File: src/rtl/fp_div_issue_queue_if.sv
// fp_div_issue_queue_if: bundles the operand, divider and result handshakes of fp_div_issue_queue.
//   operand side : iA, iB, iValid -> oReady
//   divider side : oDivA, oDivB, oDivValid -> iDivDone, iDivZ
//   result side  : oZ, oValid, oDivByZero, oInvalid, oTimeout -> iReady
//   slave modport is the queue, master modport is the surrounding logic.
interface fp_div_issue_queue_if;
   logic [31:0] iA;
   logic [31:0] iB;
   logic        iValid;
   logic        oReady;
   logic [31:0] oDivA;
   logic [31:0] oDivB;
   logic        oDivValid;
   logic        iDivDone;
   logic [31:0] iDivZ;
   logic [31:0] oZ;
   logic        oValid;
   logic        iReady;
   logic        oDivByZero;
   logic        oInvalid;
   logic        oTimeout;
   modport slave (
      input  iA, iB, iValid, iDivDone, iDivZ, iReady,
      output oReady, oDivA, oDivB, oDivValid, oZ, oValid, oDivByZero, oInvalid, oTimeout
   );
   modport master (
      output iA, iB, iValid, iDivDone, iDivZ, iReady,
      input  oReady, oDivA, oDivB, oDivValid, oZ, oValid, oDivByZero, oInvalid, oTimeout
   );
endinterface

File: src/rtl/fp_div_issue_queue.sv
// fp_div_issue_queue: FIFO front-end for a non-pipelined fp divider, resolving special operands locally.
//   clk    : clock
//   resetn : asynchronous active-low reset
//   io     : slave side of fp_div_issue_queue_if (operand push, divider request/done, result handshake)
module fp_div_issue_queue #(
   parameter int DEPTH   = 4,
   parameter int TIMEOUT = 64
) (
   input logic           clk,
   input logic           resetn,
   fp_div_issue_queue_if.slave io
);
   localparam int AW = $clog2(DEPTH);
   localparam int CW = $clog2(DEPTH + 1);
   localparam int TW = $clog2(TIMEOUT + 1);
   typedef enum logic [1:0] {IDLE, ISSUE, WAIT, RESP} state_t;
   state_t        state, stateNext;
   logic [63:0]   mem [DEPTH];
   logic [AW-1:0] wrPtr, rdPtr;
   logic [CW-1:0] count;
   logic [TW-1:0] waitCnt;
   logic          push, pop, full, timeoutHit;
   logic [31:0]   headA, headB;
   logic          sign, nanA, nanB, infA, infB, zeroA, zeroB, special;
   logic [31:0]   specZ;
   logic          specDbz, specInv;
   assign full       = count == CW'(DEPTH);
   assign io.oReady  = !full;
   assign push       = io.iValid && !full;
   assign {headA, headB} = mem[rdPtr];
   assign io.oDivValid = state == ISSUE;
   assign io.oValid    = state == RESP;
   // waitCnt counts completed WAIT cycles, so this is the TIMEOUT-th WAIT cycle
   assign timeoutHit = waitCnt == TW'(TIMEOUT - 1);
   assign sign  = headA[31] ^ headB[31];
   assign nanA  = &headA[30:23] && |headA[22:0];
   assign nanB  = &headB[30:23] && |headB[22:0];
   assign infA  = &headA[30:23] && !(|headA[22:0]);
   assign infB  = &headB[30:23] && !(|headB[22:0]);
   assign zeroA = !(|headA[30:23]);
   assign zeroB = !(|headB[30:23]);
   assign special = nanA || nanB || infA || infB || zeroA || zeroB;
   // after the invalid cases, a zero divisor or infinite dividend gives Inf; all other specials give zero
   always_comb begin
      specZ   = {sign, 31'h0};
      specDbz = 1'b0;
      specInv = 1'b0;
      if (nanA || nanB || (zeroA && zeroB) || (infA && infB)) begin
         specZ   = 32'h7FC0_0000;
         specInv = 1'b1;
      end else if (zeroB || infA) begin
         specZ   = {sign, 31'h7F80_0000};
         specDbz = zeroB && !infA;
      end
   end
   always_comb begin
      stateNext = state;
      pop       = 1'b0;
      case (state)
         IDLE: begin
            pop       = count != '0;
            stateNext = count == '0 ? IDLE : (special ? RESP : ISSUE);
         end
         ISSUE:   stateNext = WAIT;
         WAIT:    stateNext = (io.iDivDone || timeoutHit) ? RESP : WAIT;
         RESP:    stateNext = io.iReady ? IDLE : RESP;
         default: stateNext = IDLE;
      endcase
   end
   always_ff @(posedge clk) begin
      if (push) mem[wrPtr] <= {io.iA, io.iB};
   end
   always_ff @(posedge clk or negedge resetn) begin
      if (!resetn) begin
         state         <= IDLE;
         wrPtr         <= '0;
         rdPtr         <= '0;
         count         <= '0;
         waitCnt       <= '0;
         io.oDivA      <= '0;
         io.oDivB      <= '0;
         io.oZ         <= '0;
         io.oDivByZero <= 1'b0;
         io.oInvalid   <= 1'b0;
         io.oTimeout   <= 1'b0;
      end else begin
         state   <= stateNext;
         wrPtr   <= push ? wrPtr + 1'b1 : wrPtr;
         rdPtr   <= pop ? rdPtr + 1'b1 : rdPtr;
         count   <= count + CW'(push) - CW'(pop);
         waitCnt <= state == WAIT ? waitCnt + 1'b1 : '0;
         if (pop && special) begin
            io.oZ         <= specZ;
            io.oDivByZero <= specDbz;
            io.oInvalid   <= specInv;
            io.oTimeout   <= 1'b0;
         end
         if (pop && !special) begin
            io.oDivA <= headA;
            io.oDivB <= headB;
         end
         // a done pulse on the timeout cycle still delivers the real quotient
         if (state == WAIT && (io.iDivDone || timeoutHit)) begin
            io.oZ         <= io.iDivDone ? io.iDivZ : 32'h7FC0_0000;
            io.oDivByZero <= 1'b0;
            io.oInvalid   <= !io.iDivDone;
            io.oTimeout   <= !io.iDivDone;
         end
      end
   end
endmodule
File: src/flat_wrapper.sv
// flat-port wrapper written by rule: the top's interface ports become plain ports
module fp_div_issue_queue_flat 
#(
   parameter int DEPTH   = 4,
   parameter int TIMEOUT = 64
)
  (clk, resetn, io_iA, io_iB, io_iValid, io_iDivDone, io_iDivZ, io_iReady, io_oReady, io_oDivA, io_oDivB, io_oDivValid, io_oZ, io_oValid, io_oDivByZero, io_oInvalid, io_oTimeout);
  fp_div_issue_queue_if io_i ();
  input logic clk;
  input logic resetn;
  input wire logic [$bits(io_i.iA)-1:0] io_iA;
  input wire logic [$bits(io_i.iB)-1:0] io_iB;
  input wire logic [$bits(io_i.iValid)-1:0] io_iValid;
  input wire logic [$bits(io_i.iDivDone)-1:0] io_iDivDone;
  input wire logic [$bits(io_i.iDivZ)-1:0] io_iDivZ;
  input wire logic [$bits(io_i.iReady)-1:0] io_iReady;
  output wire logic [$bits(io_i.oReady)-1:0] io_oReady;
  output wire logic [$bits(io_i.oDivA)-1:0] io_oDivA;
  output wire logic [$bits(io_i.oDivB)-1:0] io_oDivB;
  output wire logic [$bits(io_i.oDivValid)-1:0] io_oDivValid;
  output wire logic [$bits(io_i.oZ)-1:0] io_oZ;
  output wire logic [$bits(io_i.oValid)-1:0] io_oValid;
  output wire logic [$bits(io_i.oDivByZero)-1:0] io_oDivByZero;
  output wire logic [$bits(io_i.oInvalid)-1:0] io_oInvalid;
  output wire logic [$bits(io_i.oTimeout)-1:0] io_oTimeout;
  assign io_i.iA = io_iA;
  assign io_i.iB = io_iB;
  assign io_i.iValid = io_iValid;
  assign io_i.iDivDone = io_iDivDone;
  assign io_i.iDivZ = io_iDivZ;
  assign io_i.iReady = io_iReady;
  assign io_oReady = io_i.oReady;
  assign io_oDivA = io_i.oDivA;
  assign io_oDivB = io_i.oDivB;
  assign io_oDivValid = io_i.oDivValid;
  assign io_oZ = io_i.oZ;
  assign io_oValid = io_i.oValid;
  assign io_oDivByZero = io_i.oDivByZero;
  assign io_oInvalid = io_i.oInvalid;
  assign io_oTimeout = io_i.oTimeout;
  fp_div_issue_queue #(.DEPTH(DEPTH), .TIMEOUT(TIMEOUT)) u_core (.clk(clk), .resetn(resetn), .io(io_i));
endmodule
File: config.mk
export PLATFORM = sky130hd
export DESIGN_NAME = fp_div_issue_queue_flat
export DESIGN_NICKNAME = d
export VERILOG_FILES = /design/src/rtl/fp_div_issue_queue_if.sv /design/src/rtl/fp_div_issue_queue.sv /design/src/flat_wrapper.sv
export SDC_FILE = /design/constraint.sdc
export NUM_CORES = 1
export LEC_CHECK = 0
export BUFFER_PORTS_ARGS = -buffer_cell sky130_fd_sc_hd__clkbuf_2
export CORE_ASPECT_RATIO = 2
export CORE_MARGIN = 2
export CORE_UTILIZATION = 64
export CTS_BUF_LIST = sky130_fd_sc_hd__clkbuf_2
export DETAILED_ROUTE_END_ITERATION = 10
export PLACE_DENSITY_LB_ADDON = 0.25
export SETUP_SLACK_MARGIN = 0.02
export SLEW_MARGIN = 20
export SYNTH_ARGS = -nofsm -noshare
export SYNTH_HDL_FRONTEND = slang
export SYNTH_SLANG_ARGS = --single-unit
File: constraint.sdc
create_clock -name clk -period 5.1 [get_ports clk]
set_clock_uncertainty 0.2 [all_clocks]
set_input_delay 0.255 -clock clk [delete_from_list [all_inputs] [get_ports clk]]
set_output_delay 0.255 -clock clk [all_outputs]
set_load 0.005 [all_outputs]
==> impl_metrics.csv <==
group,metric,value,unit
worst_setup_path,worst_setup_path_end_kind,"flop",
worst_setup_path,crit_path_top_delay_cell,"dfrtp_2",
final_layout,fillers,988,
sta,setup-tns-final,0,ps
logic_synthesis,avgSynthCellArea,20.4,µm²
die,die_w,109,µm
cts,cts_tree,"built",
drt,wl_per_cell,23.9,µm
worst_setup_path,crit_required,5720,ps
cts,ctsHtreeMaxLevel,3,
worst_setup_path,r2r_cells,9,
cts,ctsHoldBuffers,217,
worst_setup_path,timing.setup.critical_path_class,"flop to flop",
grt,top_usage_layer,"met2",
worst_setup_path,rrSetupSlack,750,ps
power,p_leak,7.29,nW
worst_setup_path,cp_data_arrival_time,4970,ps
die,io_pins,203,
logic_synthesis,yosysWarnings,0,
die,die_h,214,µm
cts,cts_setup_buffers,0,
cts,numClockSinks,371,
grt,grt_pass1_wl,54.7,mm
power,ir_drop,377,µV
cts,clk_pin_slew,140,ps
drt,dr.first_iter.drc_count,595,
logic_synthesis,syn_inst,691,
grt,overflow,0,
grt,grt_max_degree,68,
final_layout,area_growth,29.3,%
grt,antenna_found_initial,2,
power,power_switching,3.20,mW
final_layout,finalNetCount,1276,
worst_setup_path,crit_path_cell_trace,"buf_4 > mux4_2 > nor4_1 > nand4_1 > nor3_1 > o21ai_2 > nor2_1 > o31ai_1 > dlygate4sd3_1",
grt,met2_usage,0.589,
logic_synthesis,synth_top_family_by_area,"multiplexers",
logic_synthesis,syn_nets,800,
worst_setup_path,cp_top_family,"simple AND/OR/NAND/NOR gates",
grt,grt_pass1_vias,9918,
sta,finalMaxSlewViolations,0,
placed_design,port-buffer-count,202,
drt,wirelength,35.9,mm
sta,grt_setup_unrepaired,"false",
logic_synthesis,ys_types,50,
power,p_int,6.36,mW
sta,tightest_slew,1090,ps
die,fp-row-count,76,
placed_design,gp_congestion,0.761,
worst_hold_path,min_to,"u_core.io.oZ[23]$_DFFE_PN0P_",
worst_setup_path,critPathMaxFanout,36,
sta,max_slew_margin,0.275,
logic_synthesis,synth_compound_area_frac,0.0323,
logic_synthesis,netlist_area,14100,µm²
drt,via_count,8709,
logic_synthesis,synth-xor-area-share,0.00621,
power,clkPwrFrac,0.179,
placed_design,dp.final_hpwl,19.2,mm
cts,max-clock-path-buffers,3,
logic_synthesis,synth_ff_type,"edfxtp_1",
worst_setup_path,max_stage_delay,1020,ps
drt,vias_per_cell,5.79,
worst_hold_path,min_path_cells,5,
power,p_comb_frac,0.331,
cts,insertion_delay,940,ps
power,pwr-share-seq,0.490,
worst_hold_path,hold_start,"io_iDivZ[23]",
cts,cts_resized,0,
sta,finalSetupViolations,0,
sta,min_period_over_period,0.852,
final_layout,drive_gt1_frac,0.375,
cts,cts_buffers,75,
die,dieArea,23300,µm²
power,power_density,525,nW/µm²
worst_hold_path,hold_class,"input pin to flop",
logic_synthesis,synth_edf_count,256,
logic_synthesis,yosys.area_share.simple,0.0300,
logic_synthesis,synth-seq-cells,371,
grt,grt_util_met3,0.0800,
logic_synthesis,synth_fa_ha_area_frac,0.00763,
logic_synthesis,synth_mux_area_frac,0.156,
cts,clockRootBuffer,"clkbuf_2",
grt,track_usage,0.324,
worst_setup_path,r2r-start,"u_core.rdPtr[1]$_DFFE_PN0P_",
grt,grt.met1_usage,0.331,
worst_setup_path,r2r_end,"u_core.io.oZ[22]$_DFFE_PN0P_",
die,start_util,0.653,
run_status,status,"completed",
sta,whs,97.8,ps
drt,drc,0,
logic_synthesis,synthArstFlopShare,0.310,
sta,fin_crit,4350,ps
drt,dr.pass1.iters,5,
power,switching_share,0.334,
worst_setup_path,path_buf_inv,2,
worst_setup_path,cp-start-kind,"flop",
die,coreArea,21600,µm²
sta,hold_violations,0,
logic_synthesis,ys_seq_area_frac,0.749,
drt,drtAntennaViolNets,0,
sta,clock.fmax,230,MHz
job,cap_violations,0,
cell families after synthesis:
family	Yosys count
flip-flops	371
buffers and inverters	49
AND/OR/NAND/NOR	69
adder cells (fa/ha/maj)	8
multiplexers	128
AO/OA/AOI/OAI	56
XOR/XNOR	10
power groups by stage:
stage	Combinational, mW	Clock [mW]	Sequential (mW)
after detailed placement	2.83	0	4.71
after CTS	3.10	1.71	4.64
final	3.17	1.71	4.68
after global placement	2.69	0	4.64
after floorplan	1.93	0	4.50
after global routing	3.38	1.88	4.75
per-layer routing:
layer | wire (µm) | up-vias
met4 | 1690 | 0
li1 | - | 3790
met1 | 11600 | 4430
met5 | 0 | -
met2 | 20400 | 364
met3 | 2190 | 125
layout make-up:
cell class              count  area [µm²]  area share
diodes                      3        7.51    0.000412
repair buffers            428        3280       0.180
clock inverters            24        97.6     0.00535
well taps                 273         342      0.0187
inverters                  20        75.1     0.00412
multi-input cells         271        3290       0.180
clock buffers             114         571      0.0313
flip-flops and latches    371       10600       0.580
stage by stage:
| step | setup WS, ps | area (µm²) | cells | total power, mW | util |
|---|---|---|---|---|---|
| 3_5_place_dp | 1100 | 15400 | 1146 | 7.53 | 0.712 |
| 3_3_place_gp | 1190 | 15400 | 1146 | 7.33 | 0.712 |
| 5_1_grt | 548 | 18200 | 1503 | 10.0 | 0.844 |
| 4_1_cts | 701 | 18200 | 1501 | 9.45 | 0.844 |
| 2_1_floorplan | 2280 | 14100 | 691 | 6.42 | - |
| 6_report | 754 | 18200 | 1504 | 9.56 | 0.845 |
synthesized netlist by cell type, types with 2 or more instances:
cell,number,share of area
o21ai_0,4,0.0014
o211ai_1,2,0.0011
nand4_1,6,0.0027
nor2_1,13,0.0035
a21oi_1,12,0.0043
nor2b_1,4,0.0018
ha_1,7,0.0062
nand3_1,3,0.0011
xor2_1,3,0.0019
and3_1,5,0.0022
nand2_1,9,0.0024
xnor2_1,7,0.0043
a311o_1,8,0.0057
mux2_2,56,0.045
or4_4,2,0.0016
buf_4,6,0.0032
o31ai_1,2,0.0011
mux4_1,11,0.020
mux2_1,8,0.0064
clkbuf_1,11,0.0029
or3_1,2,0.00089
a22o_1,22,0.014
mux4_2,53,0.085
inv_1,20,0.0053
dfrtp_1,115,0.20
nor3_1,3,0.0011
buf_6,4,0.0032
edfxtp_1,256,0.55
nor4_1,11,0.0049
buf_2,6,0.0021
state kept, by name, summed over array words and instances (netlist names):
| name | cells |
|---|---|
| u_core.waitCnt | 7 |
| u_core.io.oZ | 32 |
| u_core.count | 3 |
| u_core.io.oTimeout | 1 |
| u_core.mem | 256 |
| u_core.wrPtr | 2 |
| u_core.io.oDivB | 32 |
| u_core.io.oDivByZero | 1 |
| u_core.io.oInvalid | 1 |
| u_core.state | 2 |
| u_core.io.oDivA | 32 |
| u_core.rdPtr | 2 |
worst max path at each step:
| stage | from | to | depth (start not counted) |
|---|---|---|---|
| after floorplan | u_core.rdPtr[1]$_DFFE_PN0P_ | u_core.io.oZ[31]$_DFFE_PN0P_ | 10 |
| after global routing | u_core.rdPtr[1]$_DFFE_PN0P_ | u_core.io.oZ[22]$_DFFE_PN0P_ | 9 |
| after CTS | u_core.rdPtr[1]$_DFFE_PN0P_ | u_core.io.oZ[22]$_DFFE_PN0P_ | 9 |
| after global placement | u_core.rdPtr[1]$_DFFE_PN0P_ | u_core.io.oZ[31]$_DFFE_PN0P_ | 8 |
| after detailed placement | u_core.rdPtr[1]$_DFFE_PN0P_ | u_core.io.oZ[31]$_DFFE_PN0P_ | 8 |
| final | u_core.rdPtr[1]$_DFFE_PN0P_ | u_core.io.oZ[22]$_DFFE_PN0P_ | 9 |
tightest hold or removal path, delay by kind of cell:
family / cells / cell delay (ps)
compound gates: 2 / 240
buf+inv: 3 / 640
cells in the final DEF (no fill, tap or decap), types with 2 or more instances in the layout:
cell / n
nand3_1: 3
or3_1: 2
xnor2_1: 7
edfxtp_1: 256
o211ai_1: 2
mux2_2: 56
nor2_1: 13
clkinv_1: 17
and3_2: 3
clkbuf_2: 315
inv_1: 20
xor2_1: 3
dfrtp_1: 113
mux4_2: 53
mux4_1: 11
mux2_1: 8
nor3_1: 3
nor2b_1: 4
o31ai_1: 2
nand2_1: 9
ha_1: 7
nor4_1: 11
a21oi_1: 12
dlygate4sd3_1: 216
or4_4: 2
buf_4: 9
a22o_1: 22
diode_2: 3
nand4_1: 6
o21ai_0: 4
a311o_1: 8
clkinv_2: 6
(Power assumes the default switching activity.)
